==> src/rtl/counter_capture_if.sv <==
// Output stream of the counter capture FIFO: head entry plus valid/ready handshake.
// Latency: none, pure wiring bundle.
// Backpressure: consumer holds OUT_READY low to keep the head entry stable.
interface counter_capture_if;
  logic        OUT_VALID;
  logic        OUT_READY;
  logic [31:0] OUT_DATA;
  logic [3:0]  OUT_TAG;

  // Capture block drives the head entry, consumer drives ready.
  modport master (output OUT_VALID, output OUT_DATA, output OUT_TAG, input OUT_READY);
  modport slave  (input OUT_VALID, input OUT_DATA, input OUT_TAG, output OUT_READY);
endinterface

==> src/rtl/counter_capture.sv <==
// Captures Q/MODO on rising edges of RCO or any LOAD bit into a small FIFO.
// Latency: an event at edge n is visible at the FIFO head right after edge n.
// Backpressure: OUT_READY low stalls the head; pushes into a full FIFO are dropped and counted.
module counter_capture #(
  parameter int DEPTH = 4
) (
  input  logic                  clk,
  input  logic                  RESET,
  input  logic                  ENABLE,
  input  logic [31:0]           Q,
  input  logic                  RCO,
  input  logic [7:0]            LOAD,
  input  logic [1:0]            MODO,
  input  logic                  CLR,
  counter_capture_if.master     out_if,
  output logic [4:0]            LEVEL,
  output logic                  OVF,
  output logic [7:0]            DROP_CNT
);

  localparam int PW = $clog2(DEPTH);

  typedef struct packed {
    logic [31:0] dat;
    logic [3:0]  tag;
  } entry_t;

  entry_t          mem [DEPTH];
  logic [PW-1:0]   wr_ptr;
  logic [PW-1:0]   rd_ptr;
  logic            rco_q;
  logic            load_q;

  logic            load_any;
  logic            rco_evt;
  logic            load_evt;
  logic            evt;
  logic            full;
  logic            not_empty;
  logic            push;
  logic            pop;
  logic            drop;

  // Edge detection, event qualification and FIFO accept/drop decisions.
  always_comb begin
    load_any  = |LOAD;
    rco_evt   = RCO & ~rco_q;
    load_evt  = load_any & ~load_q;
    evt       = ENABLE & (rco_evt | load_evt);
    not_empty = (LEVEL != 5'd0);
    full      = (LEVEL == 5'(DEPTH));
    pop       = not_empty & out_if.OUT_READY;
    // A pop on the same edge frees the slot, so a full FIFO still accepts.
    push      = evt & (~full | pop);
    drop      = evt & full & ~pop;
  end

  // Edge-detect history runs every cycle, independent of ENABLE.
  always_ff @(posedge clk or negedge RESET) begin
    if (!RESET) begin
      rco_q  <= 1'b0;
      load_q <= 1'b0;
    end else begin
      rco_q  <= RCO;
      load_q <= load_any;
    end
  end

  // Storage array is not reset; the head is masked to zero while empty.
  always_ff @(posedge clk) begin
    if (push) begin
      mem[wr_ptr] <= '{dat: Q, tag: {MODO, load_evt, rco_evt}};
    end
  end

  // Pointers and occupancy; power-of-two depth lets pointers wrap naturally.
  always_ff @(posedge clk or negedge RESET) begin
    if (!RESET) begin
      wr_ptr <= '0;
      rd_ptr <= '0;
      LEVEL  <= 5'd0;
    end else begin
      if (push) begin
        wr_ptr <= wr_ptr + PW'(1);
      end
      if (pop) begin
        rd_ptr <= rd_ptr + PW'(1);
      end
      case ({push, pop})
        2'b10:   LEVEL <= LEVEL + 5'd1;
        2'b01:   LEVEL <= LEVEL - 5'd1;
        default: LEVEL <= LEVEL;
      endcase
    end
  end

  // Sticky overflow and saturating drop counter; a drop beats a same-cycle clear.
  always_ff @(posedge clk or negedge RESET) begin
    if (!RESET) begin
      OVF      <= 1'b0;
      DROP_CNT <= 8'd0;
    end else if (drop) begin
      OVF <= 1'b1;
      if (CLR) begin
        DROP_CNT <= 8'd1;
      end else if (DROP_CNT != 8'hFF) begin
        DROP_CNT <= DROP_CNT + 8'd1;
      end
    end else if (CLR) begin
      OVF      <= 1'b0;
      DROP_CNT <= 8'd0;
    end
  end

  assign out_if.OUT_VALID = not_empty;
  assign out_if.OUT_DATA  = not_empty ? mem[rd_ptr].dat : 32'd0;
  assign out_if.OUT_TAG   = not_empty ? mem[rd_ptr].tag : 4'd0;

endmodule

==> src/flat_wrapper.sv <==
// flat-port wrapper written by rule: the top's interface ports become plain ports
module counter_capture_flat 
#(
  parameter int DEPTH = 4
)
  (clk, RESET, ENABLE, Q, RCO, LOAD, MODO, CLR, LEVEL, OVF, DROP_CNT, out_if_OUT_VALID, out_if_OUT_DATA, out_if_OUT_TAG, out_if_OUT_READY);
  counter_capture_if out_if_i ();
  input  logic clk;
  input  logic RESET;
  input  logic ENABLE;
  input  logic [31:0] Q;
  input  logic RCO;
  input  logic [7:0] LOAD;
  input  logic [1:0] MODO;
  input  logic CLR;
  output logic [4:0] LEVEL;
  output logic OVF;
  output logic [7:0] DROP_CNT;
  output wire logic [$bits(out_if_i.OUT_VALID)-1:0] out_if_OUT_VALID;
  output wire logic [$bits(out_if_i.OUT_DATA)-1:0] out_if_OUT_DATA;
  output wire logic [$bits(out_if_i.OUT_TAG)-1:0] out_if_OUT_TAG;
  input wire logic [$bits(out_if_i.OUT_READY)-1:0] out_if_OUT_READY;
  assign out_if_OUT_VALID = out_if_i.OUT_VALID;
  assign out_if_OUT_DATA = out_if_i.OUT_DATA;
  assign out_if_OUT_TAG = out_if_i.OUT_TAG;
  assign out_if_i.OUT_READY = out_if_OUT_READY;
  counter_capture #(.DEPTH(DEPTH)) u_core (.clk(clk), .RESET(RESET), .ENABLE(ENABLE), .Q(Q), .RCO(RCO), .LOAD(LOAD), .MODO(MODO), .CLR(CLR), .out_if(out_if_i), .LEVEL(LEVEL), .OVF(OVF), .DROP_CNT(DROP_CNT));
endmodule
==> config.mk <==
export PLATFORM = sky130hd
export DESIGN_NAME = counter_capture_flat
export DESIGN_NICKNAME = d
export VERILOG_FILES = /design/src/rtl/counter_capture_if.sv /design/src/rtl/counter_capture.sv /design/src/flat_wrapper.sv
export SDC_FILE = /design/constraint.sdc
export NUM_CORES = 1
export LEC_CHECK = 0
export BUFFER_PORTS_ARGS = -buffer_cell sky130_fd_sc_hd__buf_2
export CAP_MARGIN = 20
export CELL_PAD_IN_SITES_DETAIL_PLACEMENT = 0
export CELL_PAD_IN_SITES_GLOBAL_PLACEMENT = 2
export CORE_MARGIN = 4
export CORE_UTILIZATION = 45
export DETAILED_ROUTE_END_ITERATION = 8
export GPL_TIMING_DRIVEN = 0
export PLACE_DENSITY_LB_ADDON = 0.1
export SETUP_SLACK_MARGIN = 0.15
export SYNTH_ARGS = -nofsm -noshare
export SYNTH_HDL_FRONTEND = slang
export SYNTH_SLANG_ARGS = --single-unit
==> constraint.sdc <==
create_clock -name clk -period 5.1 [get_ports clk]
set_input_delay 0.51 -clock clk [delete_from_list [all_inputs] [get_ports clk]]
set_output_delay 0.51 -clock clk [all_outputs]
set_load 0.1 [all_outputs]
* After elaboration in Yosys (flattened, before gate mapping) *
Memories as Yosys holds them, arrays and structs flattened.
Index checks and enable logic that the tools add are counted.

cells by class
  add/subtract/negate cells = 5
  eq/ne operators = 4
  multiplexer cells = 11
  bitwise operators = 13
  reduce and logical (&&, ||, !) cells = 6

operators with widths
  cell                                                  number
  2-to-1 mux 32 bit                                     1
  2-to-1 mux 8 bit                                      4
  case mux 5 bit (2 select lines)                       1
  adder 8 x 1 -> 8 bit (second input constant)          1
  != test 8 bit (second input constant)                 1
  OR reduction 8 bit                                    1
  bitwise AND 1 bit                                     7
  nonzero test 2 bit                                    3
  adder 5 x 1 -> 5 bit (second input constant)          1
  equality test 5 x 3 -> 1 bit (second input constant)  1
  nonzero test 5 bit                                    1
  subtractor 5 x 1 -> 5 bit (second input constant)     1
  adder 2 x 1 -> 2 bit (second input constant)          2
  2-to-1 mux 1 bit                                      4
  2-to-1 mux 4 bit                                      1
  NOT 1 bit                                             4
  equality test 2 x 1 -> 1 bit (second input constant)  1
  equality test 2 bit (second input constant)           1
  OR 1 bit                                              2
  AND reduction 2 bit                                   1

storage, ports and cells
  register bits = 20
  RAM bits = 144
  bits of input ports = 48
  output and inout port bits = 51
  logic and storage cells = 47
  memories kept = 1

memory list
  memory      depth  bits a word  rd ports  clocked after memory_dff  write ports  line                   source
  u_core.mem  4      36           1         0                         1            counter_capture.sv:28  entry_t mem [DEPTH];

* Longest topological paths before layout *
  depth after elaboration = 8
  gate-level depth with buffers = 10
  gate-level depth less buffers = 10

* Least setup slack after synthesis *
Ideal clock, no wire load.

  path kind = flip-flop to output port
  from = reg u_core.LEVEL[1]
  to = out out_if_OUT_DATA[22]
  arrival = 3.293 ns
  slack = 1.297 ns
  cell stages (with the launch flop) = 6
  path buffers = 2
  cells stage by stage = dfrtp_1 -> nor4_4 -> nand2_1 -> clkbuf_1 -> clkbuf_1 -> and2_1

on the way
  longest elaborated chain between the ends = 2

ends and longest elaborated chain
  item                      line                    source
  start: declaration        counter_capture.sv:16   output logic [4:0] LEVEL,
  start signal: assignment  counter_capture.sv:90   2'b10: LEVEL <= LEVEL + 5'd1;
  start signal: assignment  counter_capture.sv:91   2'b01: LEVEL <= LEVEL - 5'd1;
  nonzero test 5 bit        counter_capture.sv:50   not_empty = (LEVEL != 5'd0);
  net out_if_OUT_VALID      flat_wrapper.sv:19      output wire logic [$bits(out_if_i.OUT_VALID)-1:0] out_if_OUT_VALID;
  2-to-1 mux 32 bit         counter_capture.sv:116  assign out_if.OUT_DATA = not_empty ? mem[rd_ptr].dat : 32'd0;
  end: declaration          flat_wrapper.sv:20      output wire logic [$bits(out_if_i.OUT_DATA)-1:0] out_if_OUT_DATA;

The timed path passes the listed nets, and every way through them passes these cells.

* Worst setup path in the final report *
  from = reg u_core.LEVEL[1]
  to = out out_if_OUT_DATA[2]

on the way
  longest elaborated chain between the ends = 2

ends and longest elaborated chain
  item                line
  nonzero test 5 bit  counter_capture.sv:50
  2-to-1 mux 32 bit   counter_capture.sv:116

No other way between the ends.

==> results.py <==
metrics = {
    "status": {
        "status": "completed",
    },
    "setup_path": {
        "r2r-start": "u_core.LEVEL[1]$_DFFE_PN0P_",
        "crit_fanout": 10,
        "r2r_setup_slack_ns": 2.53,
        "crit_required_ns": 4.59,
        "reg2reg_depth": 9,
        "end_kind": "output pin",
        "start_kind": "register",
        "r2r-end": "u_core.LEVEL[4]$_DFFE_PN0P_",
        "cp.arrival_ns": 2.55,
        "worstSetupPathType": "register to output pin",
        "cp-startpoint": "u_core.LEVEL[1]$_DFFE_PN0P_",
    },
    "route": {
        "wirelength_um": 12400,
        "wl_per_cell_um": 18.6,
        "ant_nets": 0,
        "vias": 3506,
        "firstDrtPassIters": 4,
        "drt_iter0_markers": 160,
        "viasPerCell": 5.26,
        "drc_errors": 0,
    },
    "timing": {
        "max-slew-margin-rel_pct": 53.0,
        "hold_viol": 0,
        "finalSetupTns_ns": 0,
        "finalMaxSlewViolations": 0,
        "setup-violations-final": 0,
        "fin_skew_ns": 0.00323,
        "worstMarginPinSlew_ns": 0.705,
        "post-route-period-util_pct": 60.1,
        "max_freq_mhz": 326,
        "rsz0062_at_grt": "false",
        "finalCriticalPeriod_ns": 3.06,
    },
    "synth": {
        "ys_types": 42,
        "synth_nets": 406,
        "syn_inst": 349,
        "yosys_warnings": 0,
        "syn_area_per_cell_um2": 19.1,
        "netlist_area_um2": 6650,
        "seq_area_frac_synth_pct": 72.6,
        "synth-seq-cells": 164,
    },
    "floorplanning": {
        "die_x_um": 130,
        "initial_core_util_pct": 45.9,
        "core_area_um2": 14500,
        "dieArea_um2": 16800,
        "rows": 44,
        "die_y_um": 130,
        "io_pins": 99,
    },
    "cells_and_area": {
        "nFillCells": 1208,
        "final_common_cell": "edfxtp_1",
        "final_util_pct": 55.3,
        "nets": 526,
        "final_cell_mix": "144 x edfxtp_1, 102 x buf_2, 36 x mux4_2, 36 x and2_1, 20 x dfrtp_1",
        "drive_gt1_share_pct": 38.2,
        "seq_area_um2": 4820,
        "multi_input_area_um2": 1730,
        "syn2layout_area_growth_pct": 20.4,
    },
    "clock_network": {
        "cts_root_buffer": "clkbuf_16",
        "numCtsBuffers": 17,
        "cts_sinks": 164,
        "cts_tree": "built",
        "clkLatencyLatePin_ns": 0.41,
        "hold_buffers": 0,
        "h-tree-depth": 4,
        "clkTransAtPathRegs_ns": 0.06,
        "cts-resized-gates": 0,
        "clk_path_buf_depth": 2,
        "cts_setup_buffers": 0,
    },
    "place": {
        "port-buffer-count": 97,
        "place.gp.congestion": 0.741,
        "dp_hpwl_um": 7950,
    },
    "global_route": {
        "overflow": 0,
        "grt_usage_pct": 15.7,
        "antenna_found_initial": 0,
        "grt_first_pass_wirelength_um": 19600,
        "grt_start_max_net_pins": 22,
        "grt_pass1_vias": 3636,
    },
    "min_path": {
        "hp-class": "input pin to asynchronous set/reset pin",
    },
    "flow_run": {
        "timing.max_cap.violations": 0,
    },
}
## logic make-up after synthesis
group                    share of synthesized area [%]
AND/OR/NAND/NOR                                   7.17
buffers and inverters                             1.51
XOR/XNOR                                         0.922
multiplexers                                      12.9
adder cells (fa/ha/maj)                           1.81
flip-flops                                        72.6
AO/OA/AOI/OAI                                     3.16
## metrics by stage
step	instance area [um2]	hold WS [ns]	worst slack (ns)	std cells
floorplan	6650	0.214	1.30	349
global placement	7360	0.503	1.54	630
detailed placement	7450	0.505	2.24	634
CTS	8000	0.0522	1.97	666
global route	8000	0.0824	1.84	666
finish	8000	0.0472	2.04	667
## flip-flops by register name (all words and copies together) (netlist names)
register	flops
u_core.rd_ptr	2
u_core.OVF	1
u_core.load_q	1
u_core.LEVEL	5
u_core.mem	144
u_core.wr_ptr	2
u_core.DROP_CNT	8
u_core.rco_q	1
## how the worst max path moves through the flow
stage | end | slack (ns) | cells past startpoint
after floorplan | out_if_OUT_DATA[22] | 1.30 | 5
after global placement | u_core.mem[0][23]$_DFFE_PP_ | 1.54 | 5
after detailed placement | u_core.LEVEL[4]$_DFFE_PN0P_ | 2.24 | 10
after CTS | out_if_OUT_DATA[26] | 1.97 | 6
after global routing | out_if_OUT_DATA[2] | 1.84 | 6
final | out_if_OUT_DATA[2] | 2.04 | 6
## worst max-delay path: stages, from the launching register on
cell	delay [ns]
dfrtp_1	0.45
nor4_4	0.08
nand2_1	0.09
clkbuf_1	0.40
clkbuf_1	0.43
and2_1	0.24
buf_2	0.44
## cell type report
cell class | instances | area share, %
flip-flops and latches | 164 | 60.3
multi-input cells | 160 | 21.6
repair buffers | 101 | 7.07
clock buffers | 20 | 5.46
well taps | 184 | 2.88
clock inverters | 12 | 1.42
plain buffers | 14 | 0.735
inverters | 11 | 0.516
diodes | 1 | 0.0313
## synth_stat cells
cell	n	area share, %
dfrtp_1	20	7.5
nor3_1	2	0.15
o2111ai_4	1	0.40
xnor2_1	4	0.53
o211ai_1	1	0.11
mux2i_1	3	0.45
a21oi_2	1	0.13
a21o_1	1	0.11
mux2_4	1	0.23
a2bb2o_4	1	0.30
xor2_1	3	0.40
a21boi_2	1	0.17
clkbuf_1	8	0.45
inv_1	10	0.56
nand3_1	4	0.30
and3_4	1	0.17
and3_2	1	0.11
a41oi_1	1	0.13
inv_2	1	0.056
a21oi_1	9	0.68
nor2_1	4	0.23
nand3b_1	1	0.11
a21o_4	1	0.23
ha_1	8	1.5
nor4_4	1	0.32
and2_1	40	3.8
a211o_1	1	0.13
fa_1	1	0.30
mux4_2	36	12
nor4_2	2	0.38
and3_1	4	0.38
and2b_1	1	0.11
buf_1	1	0.056
nor2b_1	1	0.094
o21ai_0	7	0.53
nor4bb_1	1	0.15
a211oi_1	1	0.11
edfxtp_1	144	65
nand2_1	11	0.62
buf_2	5	0.38
a311oi_1	1	0.13
or3_1	3	0.28
## metal layers
layer	vias up	global-route usage [%]	share of wire, %
li1	1613	-	-
met1	1787	20.8	44
met2	90	24.8	49
met3	16	4.82	5.9
met4	0	6.05	1.5
met5	-	0	0
Power is left out: the tool's default activity adds up to more than one toggle a clock period on the data nets, which glitch-free logic cannot reach.
